**src/rtl/gam_pattern_loader.sv**
```systemverilog
`default_nettype none
// ============================================================================
// Module   : gam_pattern_loader
// Purpose  : Feeds Memory_Layer one {class, node vector} record at a time.
//            Records arrive on a valid/ready stream and are buffered in a
//            small FIFO. They are then presented on x/c through a registered
//            output stage that follows Memory_Layer's READY/WAIT handshake.
//            The loader steps through LEARNING -> RECALL -> DONE. Each phase
//            ends when the record marked end-of-message is consumed.
// Revision : 1.0  initial release
// ----------------------------------------------------------------------------
// Ports
//   clk             in   system clock, rising edge
//   reset           in   asynchronous active-low reset
//   in_valid        in   upstream record valid
//   in_ready        out  loader accepts a record this cycle
//   in_data         in   {class[31:0], vector[VECTOR_LEN*8-1:0]}
//   in_eom          in   last record of the current phase
//   ml_ready        in   1 = Memory_Layer READY, 0 = WAIT
//   x               out  presented node vector
//   c               out  presented class (0 during recall)
//   x_valid         out  x/c hold a valid record
//   learning_recall out  0 = LEARNING, 1 = RECALL
//   learning_done   out  all learning records consumed (sticky)
//   all_done        out  recall stream consumed (sticky)
//   learn_count     out  learning records consumed (saturating)
//   recall_count    out  recall records consumed (saturating)
//   err_zero        out  sticky; a zero vector/class record was dropped
// ============================================================================
module gam_pattern_loader #(
  parameter int VECTOR_LEN = 8,
  parameter int FIFO_DEPTH = 4,
  parameter int CNT_W      = 16
) (
  input  logic                      clk,
  input  logic                      reset,
  input  logic                      in_valid,
  output logic                      in_ready,
  input  logic [VECTOR_LEN*8+31:0]  in_data,
  input  logic                      in_eom,
  input  logic                      ml_ready,
  output logic [VECTOR_LEN*8-1:0]   x,
  output logic [31:0]               c,
  output logic                      x_valid,
  output logic                      learning_recall,
  output logic                      learning_done,
  output logic                      all_done,
  output logic [CNT_W-1:0]          learn_count,
  output logic [CNT_W-1:0]          recall_count,
  output logic                      err_zero
);

  localparam int VW = VECTOR_LEN * 8;
  localparam int PW = $clog2(FIFO_DEPTH);

  typedef enum logic [1:0] {
    ST_LEARN  = 2'd0,
    ST_RECALL = 2'd1,
    ST_DONE   = 2'd2
  } state_t;

  state_t           r_state;
  logic             r_started;
  logic             r_eom_seen;
  logic [PW:0]      r_wr_ptr;
  logic [PW:0]      r_rd_ptr;
  logic [VW-1:0]    r_mem_vec [FIFO_DEPTH];
  logic [31:0]      r_mem_cls [FIFO_DEPTH];
  logic             r_mem_eom [FIFO_DEPTH];
  logic [VW-1:0]    r_x;
  logic [31:0]      r_c;
  logic             r_x_valid;
  logic             r_out_eom;
  logic             r_learning_recall;
  logic             r_learning_done;
  logic             r_all_done;
  logic [CNT_W-1:0] r_learn_count;
  logic [CNT_W-1:0] r_recall_count;
  logic             r_err_zero;

  logic [VW-1:0]    w_vec;
  logic [31:0]      w_cls;
  logic [PW:0]      w_count;
  logic             w_empty;
  logic             w_full;
  logic             w_active;
  logic             w_accept;
  logic             w_zero;
  logic             w_push;
  logic             w_drop_eom;
  logic             w_consume;
  logic             w_pop;
  logic             w_last_in_head;
  logic             w_out_held;
  logic             w_attach_mem;
  logic             w_attach_load;
  logic             w_attach_out;
  logic             w_end_now;
  logic             w_phase_end;
  logic [PW-1:0]    w_rd_idx;
  logic [PW-1:0]    w_wr_idx;
  logic [PW-1:0]    w_last_idx;

  assign w_vec    = in_data[VW-1:0];
  assign w_cls    = in_data[VW+31:VW];

  assign w_rd_idx   = r_rd_ptr[PW-1:0];
  assign w_wr_idx   = r_wr_ptr[PW-1:0];
  assign w_last_idx = w_wr_idx - PW'(1);
  assign w_count    = r_wr_ptr - r_rd_ptr;
  assign w_empty    = (r_wr_ptr == r_rd_ptr);
  assign w_full     = (r_wr_ptr[PW] != r_rd_ptr[PW]) &&
                      (r_wr_ptr[PW-1:0] == r_rd_ptr[PW-1:0]);

  assign w_active = (r_state == ST_LEARN) || (r_state == ST_RECALL);

  // r_started holds in_ready low until the first edge after reset release.
  assign in_ready = r_started && !w_full && w_active && !r_eom_seen;
  assign w_accept = in_valid && in_ready;

  // During learning a zero class is also meaningless, so it is filtered too.
  assign w_zero     = (w_vec == '0) || ((r_state == ST_LEARN) && (w_cls == '0));
  assign w_push     = w_accept && !w_zero;
  assign w_drop_eom = w_accept && w_zero && in_eom;

  assign w_consume  = r_x_valid && ml_ready;
  assign w_pop      = !w_empty && (!r_x_valid || ml_ready) && w_active;
  assign w_out_held = r_x_valid && !ml_ready;

  // A dropped end-of-message record moves its eom onto the most recently
  // stored record. That record sits in one of three places:
  //  - in the FIFO memory at wr_ptr-1;
  //  - in the FIFO head, being moved into the output register on this very
  //    edge, where a memory write would be missed;
  //  - in the output register, still waiting (FIFO empty).
  // If there is no such record, the phase ends right away.
  assign w_last_in_head = (w_count == (PW+1)'(1)) && w_pop;
  assign w_attach_mem   = w_drop_eom && !w_empty && !w_last_in_head;
  assign w_attach_load  = w_drop_eom && w_last_in_head;
  assign w_attach_out   = w_drop_eom && w_empty && w_out_held;
  assign w_end_now      = w_drop_eom && w_empty && !w_out_held;

  assign w_phase_end = (w_consume && r_out_eom) || w_end_now;

  // Record storage carries no reset; the pointers alone define occupancy.
  always_ff @(posedge clk) begin
    if (w_push) begin
      r_mem_vec[w_wr_idx] <= w_vec;
      r_mem_cls[w_wr_idx] <= w_cls;
      r_mem_eom[w_wr_idx] <= in_eom;
    end
    if (w_attach_mem) begin
      r_mem_eom[w_last_idx] <= 1'b1;
    end
  end

  always_ff @(posedge clk or negedge reset) begin
    if (!reset) begin
      r_state           <= ST_LEARN;
      r_started         <= 1'b0;
      r_eom_seen        <= 1'b0;
      r_wr_ptr          <= '0;
      r_rd_ptr          <= '0;
      r_x               <= '0;
      r_c               <= '0;
      r_x_valid         <= 1'b0;
      r_out_eom         <= 1'b0;
      r_learning_recall <= 1'b0;
      r_learning_done   <= 1'b0;
      r_all_done        <= 1'b0;
      r_learn_count     <= '0;
      r_recall_count    <= '0;
      r_err_zero        <= 1'b0;
    end else begin
      r_started <= 1'b1;

      if (w_push) r_wr_ptr <= r_wr_ptr + (PW+1)'(1);
      if (w_pop)  r_rd_ptr <= r_rd_ptr + (PW+1)'(1);

      // Output stage: reload from the FIFO head whenever it is empty or
      // being consumed; otherwise hold x/c stable.
      if (w_pop) begin
        r_x       <= r_mem_vec[w_rd_idx];
        r_c       <= (r_state == ST_LEARN) ? r_mem_cls[w_rd_idx] : 32'd0;
        r_out_eom <= r_mem_eom[w_rd_idx] || w_attach_load;
        r_x_valid <= 1'b1;
      end else if (w_consume) begin
        r_x_valid <= 1'b0;
        r_out_eom <= 1'b0;
      end else if (w_attach_out) begin
        r_out_eom <= 1'b1;
      end

      // Once this phase's eom is accepted, later records wait for the next phase.
      if (w_phase_end) begin
        r_eom_seen <= 1'b0;
      end else if (w_accept && in_eom) begin
        r_eom_seen <= 1'b1;
      end

      if (w_accept && w_zero) r_err_zero <= 1'b1;

      if (w_consume) begin
        if (r_state == ST_LEARN && r_learn_count != '1) begin
          r_learn_count <= r_learn_count + CNT_W'(1);
        end
        if (r_state == ST_RECALL && r_recall_count != '1) begin
          r_recall_count <= r_recall_count + CNT_W'(1);
        end
      end

      case (r_state)
        ST_LEARN: begin
          if (w_phase_end) begin
            r_state           <= ST_RECALL;
            r_learning_done   <= 1'b1;
            r_learning_recall <= 1'b1;
          end
        end
        ST_RECALL: begin
          if (w_phase_end) begin
            r_state    <= ST_DONE;
            r_all_done <= 1'b1;
            r_x_valid  <= 1'b0;
          end
        end
        ST_DONE: begin
          r_x_valid <= 1'b0;
        end
        default: begin
          r_state <= ST_DONE;
        end
      endcase
    end
  end

  assign x               = r_x;
  assign c               = r_c;
  assign x_valid         = r_x_valid;
  assign learning_recall = r_learning_recall;
  assign learning_done   = r_learning_done;
  assign all_done        = r_all_done;
  assign learn_count     = r_learn_count;
  assign recall_count    = r_recall_count;
  assign err_zero        = r_err_zero;

endmodule
`default_nettype wire

```
**config.mk**
```make
export PLATFORM = sky130hd
export DESIGN_NAME = gam_pattern_loader
export DESIGN_NICKNAME = d
export VERILOG_FILES = /design/src/rtl/gam_pattern_loader.sv
export SDC_FILE = /design/constraint.sdc
export NUM_CORES = 1
export LEC_CHECK = 0
export CAP_MARGIN = 20
export CORE_ASPECT_RATIO = 1.1
export CORE_MARGIN = 2
export CORE_UTILIZATION = 56
export DETAILED_ROUTE_END_ITERATION = 8
export HOLD_SLACK_MARGIN = 0.06
export PLACE_DENSITY = 0.8
export SLEW_MARGIN = 15
export SYNTH_ARGS = -nofsm -noshare
export SYNTH_HDL_FRONTEND = slang
export SYNTH_SLANG_ARGS = --single-unit
```
**constraint.sdc**
```tcl
create_clock -name clk -period 5.9 [get_ports clk]
set_clock_uncertainty 0.15 [all_clocks]
set_input_delay 1.18 -clock clk [delete_from_list [all_inputs] [get_ports clk]]
set_output_delay 1.18 -clock clk [all_outputs]
set_load 0.02 [all_outputs]
```
==> metrics.txt <==
status finished, final reports clean; Stages on worst setup path 5; Worst Hold Class reg2reg; 1st-pass router iterations 5; pwr dens 512.3 nW/um^2; Max rail drop VDD ~0.00064 V; M2 GR Usage 0.3788; leakage roughly 0.009 uW; commonest non-fill, non-tap cells in the layout edfxtp_1, clkdlybuf4s50_1, nand2_1, dfrtp_1, mux4_2; Post-CTS Hold Buffers 0; ys async rst share 0.2693; post_cts resized 0; final wirelength approximately 42 mm; Worst-path clk slew about 0.06 ns; FF-to-FF End r_mem_vec[2][9]; global-route wire length before repair 64.87 mm; Gate Count Post-Synth about 1100; CP max FO 47; worst r2r src r_rd_ptr[1]; compound-cell area share of the yosys netlist 0.02441; Layout Nets between 1000 and 1500; Chip Width between 150 and 200 um; met3 usage 0.04324; via count ~11000; Setup Crit Path Kind reg2out; RePlAce Congestion ~0.75; Tcrit/Tclk final 0.7299; share of layout cells above drive strength 1 0.1570; startpoint class of the critical path flip-flop; Buf/Inv on CP 2; n_diodes 0; Final Max Tran Viols 0; worst reg-to-reg path cell count 9; ys flop type edfxtp_1; Total GRT Usage 0.2305; Via density approximately 5.7; worst-margin pin slew 0.9097 ns; Synth Register Bits ~530; Final TNS setup 0 ns; starting density of the core 0.5690; DR WL/cell around 22 um; Synth Cell Area 20040 sq um; initial antenna violation count 2; TritonCTS sink count between 500 and 600; # DRC 0; Post-Synth XOR/XNOR Area 0.01573; worst path cell trace inv_1, ha_1, nand2_1, o2111a_1, clkdlybuf4s50_1; Post-Synth Simple-Gate Area 0.06961; number of global-route vias before repair around 11000; Worst Setup EP in_ready; main combinational cell family by area after synthesis multiplexers; Ys Warns 0; clk_lat worst skew 0.57 ns; Critical Path Start r_rd_ptr[1]; core area about 35000 sq um; Distinct cells, synth 46; total congestion overflow 0; RSZ-0062 raised after global routing false; Die Y slightly above 200 um; met1 Use GR 0.3185; pin count of the biggest net entering global routing 100; reg-to-reg slack, setup ~1.8 ns; mux cell area share after synthesis 0.1101; min Tclk post-route 4.307 ns; EDFF count, synth slightly below 400; CTS tree yes; adder-cell share of the synthesized area 0.007866; Seq/Total Area, Yosys 0.7599; Setup Buffers After CTS 0; Final Hold Violating Endpoints 0; # setup viols final 0; FILL cells approximately 2100; Final ANT Viol Nets 0; syn_area_per_cell 18.01 sq um; CTS root buf clkbuf_16; synthesis-to-finish area growth 24.06%; FP Rows 72; normalized max-slew margin 0.3935; Achievable Freq between 200 and 250 MHz; max_cap viols 0; Final HPWL DP 25.47 mm; die area between 30000 and 40000 sq um; TritonCTS buffer count 51; commonest non-fill, non-tap cell in the layout edfxtp_1; net count after synthesis around 1200; worst path required time around 4.6 ns; slowest cell delay on critical path slightly below 0.9 ns; CP delay by family, top flip-flops; total power about 13000 uW; busiest grt layer met2; crit path DAT just under 3 ns; IO Count between 200 and 250; Slowest cell on crit path dfrtp_4; CTS HTree Levels 2; CP endpoint kind primary output; port bufs between 200 and 250; DRT iter0 DRCs approximately 940; Longest Clk Path Bufs 3
## metrics by stage
step / cells / hold slack [ns] / worst slack (ns) / cell area, sq um / util
after detailed placement: 1796 / 0.2939 / 1.118 / 23010 / 0.6534
after global placement: 1795 / 0.2886 / 1.048 / 22990 / 0.6526
after floorplan: 1113 / 0.3117 / 0.4179 / 20040 / -
after global routing: 1895 / 0.3357 / 1.488 / 24860 / 0.7059
final: 1895 / 0.3011 / 1.593 / 24860 / 0.7059
after CTS: 1892 / 0.3081 / 1.560 / 24810 / 0.7044
## cells in the mapped netlist, types with 8 or more instances
cell	number	area share
mux4_2	97	0.11
nand4_1	12	0.0037
edfxtp_1	388	0.58
nor2_1	16	0.0030
xor2_1	15	0.0066
xnor2_1	21	0.0092
nor4_1	24	0.0075
nand3_1	14	0.0035
dfrtp_1	143	0.18
and3_1	8	0.0025
nand2_1	219	0.041
clkbuf_1	34	0.0064
buf_2	12	0.0030
ha_1	11	0.0069
inv_1	12	0.0022
a22o_1	32	0.014
## state kept, by name, summed over array words and instances (netlist names), 2 cells and up
signal / flops
c: 32
x: 64
r_wr_ptr: 3
r_mem_eom: 4
r_rd_ptr: 3
r_mem_cls: 128
r_state: 2
r_mem_vec: 256
learn_count: 16
recall_count: 16
## metal layers
metal / routed length (um) / vias to the layer above
li1: - / 4797
met4: 1015 / 4
met5: 27 / -
met3: 2966 / 72
met1: 17040 / 5619
met2: 20910 / 397
## kinds of logic (layout without fill, tap and decap cells)
family,after synthesis,in the layout
flops,531,531
simple gates,315,315
mux,99,99
buf+inv,60,361
compound gates,59,59
xor+xnor,36,36
fa+ha+maj,12,12
other cells,1,1
## worst register-to-register path, stage by stage, from the launching register on
cell      delay (ns)
dfrtp_4         0.88
inv_1           0.21
ha_1            0.35
nand2_1         0.08
o2111a_1        0.25
nand2_1         0.09
nor3_1          0.41
clkbuf_2        0.28
and2_4          0.58
buf_4           0.44
## how the worst min path moves through the flow
stage	cells after the start	endpoint	from	slack, ns
final	1	all_done	all_done	0.30
after global routing	1	all_done	all_done	0.34
after CTS	1	all_done	all_done	0.31
after detailed placement	1	all_done	all_done	0.29
after global placement	1	all_done	all_done	0.29
after floorplan	1	r_wr_ptr[2]	r_wr_ptr[2]	0.31
## where the power goes
part / switching [uW] / internal (uW)
Sequential: 389 / 4710
Combinational: 2350 / 1880
Clock: 1370 / 2040
## cell type report
class / instances / area (sq um) / share of cell area
clock buffer: 66 / 1444 / 0.05807
inverter: 12 / 45.04 / 0.001812
timing repair buffer: 253 / 2586 / 0.1040
clock inverter: 30 / 352.8 / 0.01419
tap: 481 / 601.8 / 0.02420
multi-input combinational: 522 / 4597 / 0.1849
sequential: 531 / 15240 / 0.6128
Note: power is estimated with default switching activity, not from simulation.
==> variant 1: new RTL, config.mk and constraints unchanged <==
The parameter `VECTOR_LEN` goes from 8 to 16. Comments in the files are not updated.
--- a/src/rtl/gam_pattern_loader.sv
+++ b/src/rtl/gam_pattern_loader.sv
@@ -28,7 +28,7 @@
 //   err_zero        out  sticky; a zero vector/class record was dropped
 // ============================================================================
 module gam_pattern_loader #(
-  parameter int VECTOR_LEN = 8,
+  parameter int VECTOR_LEN = 16,
   parameter int FIFO_DEPTH = 4,
   parameter int CNT_W      = 16
 ) (
Interface: changed (resized in_data and x); port bits go from 235 to 363. The function was not compared with the original's and may differ.
==> variant 1 against the original RTL <==
  * Clock power is 60% higher
  * Final cell count is 55% higher
  * Wire length is 73% higher
  * Combinational power is 95% lower
  * Synthesized area is 58% higher
  * Worst setup slack worse by 270 ps
  * Cell area is 58% higher
  * Power is 4.8% lower
  * Die area is 57% higher
  * Register-to-register slack worse by 250 ps
  * First-iteration DRC count is 62% higher
  * Sequential cell count is 320 higher
  * Critical path type is now in2reg
==> variant 1: results (changes against the original RTL) <==
Parameter                              Value

Outcome
  Result of the run    completed

Power and ir drop
  Worst ir drop on vdd    0.000216 V (-66%)
  Cell leakage power    14.3 nW (+58%)

Drt
  First-pass DRT Iterations    5 (unchanged)
  Avg WL per Cell    24.7 um (+11%)
  Starting DRC count in detailed routing    1528 (+62%)
  Routed vias    17326 (+59%)

Hold path
  HP Class    reg2reg
  Worst hold path cell count    2 (+1)

Worst setup path
  CP max FO    50 (+6.4%)
  Arrival time reported for the critical path endpoint    4720 ps (+1740 ps)
  R2R cell count    8 (-1)

Global routing
  Total global routing track utilization    25.1% (+2.1 points)
  Met1 track demand over resource    33.8% (+2.0 points)
  Overflow left after global routing    0 (unchanged)
  Number of antenna violations at the first check in global routing    11 (+9)
  Met2 demand-to-capacity share in global routing    41.2% (+3.3 points)
  Maximum number of pins on one net before global-route repair    119 (+19%)
  Wire length of the first global-routing pass    110000 um (+69%)
  Number of global-route vias before repair    18043 (+59%)
  Grt met3 use    4.58% (+0.25 points)

Synthesis
  Top post-synthesis cells by area    sky130_fd_sc_hd__edfxtp_1 61%, sky130_fd_sc_hd__dfrtp_1 16%, sky130_fd_sc_hd__mux4_2 11%, sky130_fd_sc_hd__nand2_1 4.8%, sky130_fd_sc_hd__a22o_1 0.88%
  Post-synth EDFFs    644 (+66%)
  Synthesized Nets    1902 (+55%)
  Part of the Yosys area used for sequential elements    77.4% (+1.4 points)
  Number of distinct library cells after synthesis    51 (+11%)
  Top cell types by occurrence after synthesis    644 x sky130_fd_sc_hd__edfxtp_1, 406 x sky130_fd_sc_hd__nand2_1, 207 x sky130_fd_sc_hd__dfrtp_1
  Count of synthesis-stage warnings from yosys    0 (unchanged)
  Asr flop ratio synth    24.3% (-2.6 points)

CTS
  CTS root buf    sky130_fd_sc_hd__clkbuf_16
  Clk Latency, worst-skew pair    630 ps (+60 ps)
  Total CTS buffers    81 (+59%)
  Clock-pin slew on the worst setup and hold paths    60 ps (about the same)
  Number of instances resized during post-cts repair    0 (unchanged)
  Total number of H-tree levels    3 (+1)
  Number of buffers on the longest clock path    3 (unchanged)
  Number of setup buffers added after CTS    0 (unchanged)

Placed design
  Routability congestion estimate    0.821 (+9.9%)
  Port Buffer Count    362 (+55%)
  Pre-CTS worst setup slack    853 ps (-266 ps)
  Post-detail-place hpwl    43500 um (+71%)
  Area post-placement    36300 um2 (+58%)

Cells and area
  Fraction of final layout cells sized beyond drive strength 1    15.3% (-0.40 points)
  Max reg flops    512 (+100%)
  Post-layout nets    2300 (+55%)
  Register with the highest flop count    r_mem_vec

Timing
  Worst-case headroom to the max-slew limit    24.5% (-15 points)
[variant 1: cell count changes in the layout (fill, tap and decap cells not counted), moves of 7 or more]
cell,unedited run,this run
sky130_fd_sc_hd__edfxtp_1,388,644
sky130_fd_sc_hd__nand2_1,219,406
sky130_fd_sc_hd__clkdlybuf4s50_1,233,361
sky130_fd_sc_hd__dfrtp_1,141,205
sky130_fd_sc_hd__mux4_2,97,161
sky130_fd_sc_hd__clkbuf_16,52,85
sky130_fd_sc_hd__nor4_1,24,39
sky130_fd_sc_hd__diode_2,0,11
sky130_fd_sc_hd__clkbuf_1,5,14
sky130_fd_sc_hd__buf_4,11,18
sky130_fd_sc_hd__nand4_1,12,19
[variant 1: cell type report]
cell class | count | area [um2]
Sequential cell | 851 | 24500
Inverter | 9 | 33.8
Timing Repair Buffer | 389 | 3960
Clock inverter | 43 | 538
Tap cell | 744 | 931
Multi-Input combinational cell | 791 | 6880
Clock buffer | 107 | 2290
Fill cell | 3410 | 16800
Antenna cell | 11 | 27.5
[variant 1: routing by layer]
metal,up-vias,share of wire [%]
li1,7435,-
met1,9059,39
met2,701,51
met3,125,7.0
met4,6,3.1
met5,-,0.047
[variant 1: worst max-delay path, cell delays in order]
cell,delay (ps)
sky130_fd_sc_hd__clkdlybuf4s50_1,500
sky130_fd_sc_hd__nor4_1,570
sky130_fd_sc_hd__nand4_1,400
sky130_fd_sc_hd__or4_1,750
sky130_fd_sc_hd__nor2_4,210
sky130_fd_sc_hd__nor3_2,130
sky130_fd_sc_hd__and2_4,480
sky130_fd_sc_hd__buf_4,450
[variant 1: final timing paths]
check	slack, ps	to	from
max	1330	r_mem_vec[1][98]	in_data[30]
min in group asynchronous	430	x[95]	reset
min reg2reg	320	x[83]	x[83]
max reg2reg	1590	r_mem_vec[1][98]	r_rd_ptr[1]
min	320	x[83]	x[83]
max in group asynchronous	3940	r_rd_ptr[1]	reset
[variant 1: cell families after synthesis]
logic type / Yosys count / synth area share, %
compound gates: 50 / 1.33
xor+xnor: 36 / 0.995
fa+ha+maj: 12 / 0.498
buf+inv: 83 / 1.00
flops: 851 / 77.4
mux: 164 / 11.5
other cells: 1 / 0.0118
simple gates: 528 / 7.23
[variant 1: through the flow]
stage,total power [W],std cells,hold slack [ps],utilization [%]
floorplan,0.00658,1725,308,-
global placement,0.00678,2781,308,64.7
detailed placement,0.00679,2783,313,64.8
CTS,0.0122,2933,328,69.8
global route,0.0125,2942,350,69.9
finish,0.0121,2945,321,69.9
[variant 1: where the power goes]
part	switching (W)	total, W	internal (W)	leakage (nW)
registers	0.000000113	0.00645	0.00645	8.64
clock network	0.00219	0.00546	0.00327	1.37
logic	0.000117	0.000219	0.000102	4.24
==> variant 2: new RTL, same settings <==
Made on the original files. The 3 states of `state_t` get a one-hot encoding in 3 bits.
--- a/src/rtl/gam_pattern_loader.sv
+++ b/src/rtl/gam_pattern_loader.sv
@@ -53,10 +53,10 @@
   localparam int VW = VECTOR_LEN * 8;
   localparam int PW = $clog2(FIFO_DEPTH);
 
-  typedef enum logic [1:0] {
-    ST_LEARN  = 2'd0,
-    ST_RECALL = 2'd1,
-    ST_DONE   = 2'd2
+  typedef enum logic [2:0] {
+    ST_LEARN  = 3'b001,
+    ST_RECALL = 3'b010,
+    ST_DONE   = 3'b100
   } state_t;
 
   state_t           r_state;
Function: no difference found for any inputs over 4 cycles, from zero or initial values and one cycle with reset low; so few cycles prove little.
==> variant 2 against the original RTL <==
  * Sequential cell count up 1
  * Via count down 6.3%
  * Global-route usage is 0.59 points lower
  * Register-to-register slack worse by 120 ps
  * Wire length decreased by 2.4%
  * Cell area decreased by 0.71%
  * Synthesized area rose by 0.33%
  * Worst setup slack worse by 170 ps
  * Critical path type unchanged
  * Highest routed layer is now met4
Power is not compared: it rests on default switching activity, and its combinational part moved more than twofold at a synthesized area within 25%.
==> variant 2: results (changes against the original RTL) <==
Parameter                              Value

Outcome
  Result of the run    completed

Job
  Count of maximum capacitance violations    0 (unchanged)

CTS
  Total CTS buffers    50 (-2.0%)
  Clock-pin slew on the worst setup and hold paths    60 ps (about the same)

Synthesis
  Part of the Yosys area used for sequential elements    75.9% (-0.12 points)
  Synthesized Nets    1087 (-11%)
  Top cell types by occurrence after synthesis    388 x sky130_fd_sc_hd__edfxtp_1, 143 x sky130_fd_sc_hd__dfrtp_1, 97 x sky130_fd_sc_hd__mux4_2
  Number of distinct library cells after synthesis    56 (+22%)
  Top post-synthesis cells by area    sky130_fd_sc_hd__edfxtp_1 58%, sky130_fd_sc_hd__dfrtp_1 18%, sky130_fd_sc_hd__mux4_2 11%, sky130_fd_sc_hd__mux2_2 3.8%, sky130_fd_sc_hd__a22o_1 1.4%
  Count of synthesis-stage warnings from yosys    0 (unchanged)
  Asr flop ratio synth    27.1% (+0.14 points)

Drt
  Avg WL per Cell    23.3 um (+5.1%)
  Post-detailed-route via-to-cell ratio    5.80 (+0.91%)
  Starting DRC count in detailed routing    744 (-21%)

Global routing
  Total global routing track utilization    22.5% (-0.59 points)
  Number of global-route vias before repair    10781 (-5.2%)
  Wire length of the first global-routing pass    63300 um (-2.5%)
  Maximum number of pins on one net before global-route repair    72 (-28%)

Cells and area
  Fraction of final layout cells sized beyond drive strength 1    21.4% (+5.7 points)
  Post-layout nets    1346 (-9.3%)
  Filler Cells Inserted    2227 (+3.7%)

Placed design
  Pre-CTS worst setup slack    1100 ps (-19.4 ps)
  Post-detail-place hpwl    25000 um (-1.9%)
  Routability congestion estimate    0.765 (+2.4%)

Worst setup path
  Peak per-stage delay on the critical path    790 ps (-90 ps)
  CP max FO    37 (-21%)
  Arrival time reported for the critical path endpoint    3150 ps (+170 ps)

Timing
  Pin slew with the least headroom to its limit    1070 ps (+159 ps)
-- variant 2: changes by cell type after synthesis, moves of 4 or more --
| cell | change |
|---|---|
| sky130_fd_sc_hd__nand2_1 | -193 |
| sky130_fd_sc_hd__mux2_2 | +66 |
| sky130_fd_sc_hd__clkbuf_1 | -7 |
| sky130_fd_sc_hd__nor2_1 | -6 |
| sky130_fd_sc_hd__xnor2_1 | +5 |
| sky130_fd_sc_hd__nand2b_1 | +4 |
| sky130_fd_sc_hd__xor2_1 | -4 |
-- variant 2: critical path: cells and delay by family (launching register included) --
family                     cells  cell delay [ps]
DFF                            1              790
and+or+nand+nor                1              210
buffers and inverters          2              870
adders and majority gates      1              320
AOI/OAI and AO/OA              1              390
-- variant 2: worst paths after layout --
kind,slack (ps),startpoint,to,cells past startpoint
worst max-delay path,1420,r_rd_ptr[1],in_ready,5
worst min-delay path,310,err_zero,err_zero,1
worst max register to register,1720,r_rd_ptr[1],r_mem_vec[3][9],7
worst min register to register,310,err_zero,err_zero,1
max in group asynchronous,3950,reset,x[47],2
min in group asynchronous,420,reset,recall_count[14],1
-- variant 2: metal layers --
metal	vias to the layer above	routed length [um]	global-route usage [%]
met5	-	0	0
met2	356	20600	36.9
met4	0	1190	8.19
li1	4448	-	-
met1	5331	16900	30.7
met3	65	2240	3.78
-- variant 2: kinds of logic after synthesis --
group | synth area share, %
flops | 75.9
mux | 14.7
simple gates | 3.55
buf+inv | 1.14
compound gates | 2.33
xor+xnor | 1.69
fa+ha+maj | 0.660
other cells | 0.0186
-- variant 2: area by class of cell --
| class | instances | area, um2 | area share, % |
|---|---|---|---|
| inverters | 12 | 45.0 | 0.182 |
| multi-input cells | 391 | 4670 | 18.9 |
| flip-flops and latches | 532 | 15300 | 61.8 |
| clock inverters | 21 | 199 | 0.806 |
| clock buffers | 72 | 1430 | 5.77 |
| repair buffers | 248 | 2480 | 10.1 |
| diodes | 2 | 5.00 | 0.0203 |
| well taps | 481 | 602 | 2.44 |
-- variant 2: where the power goes --
part	leakage [nW]	switching [W]	internal, W
Sequential	5.46	0.000000102	0.00402
Combinational	2.46	0.0000736	0.0000619
Clock	0.800	0.00132	0.00185
-- variant 2: stage by stage --
stage               instances  utilization, %  instance area (um2)
finish                   1759            69.9                24700
global route             1759            69.9                24700
CTS                      1756            69.8                24700
detailed placement       1663            65.2                23000
global placement         1662            65.2                23000
floorplan                 976               -                20100
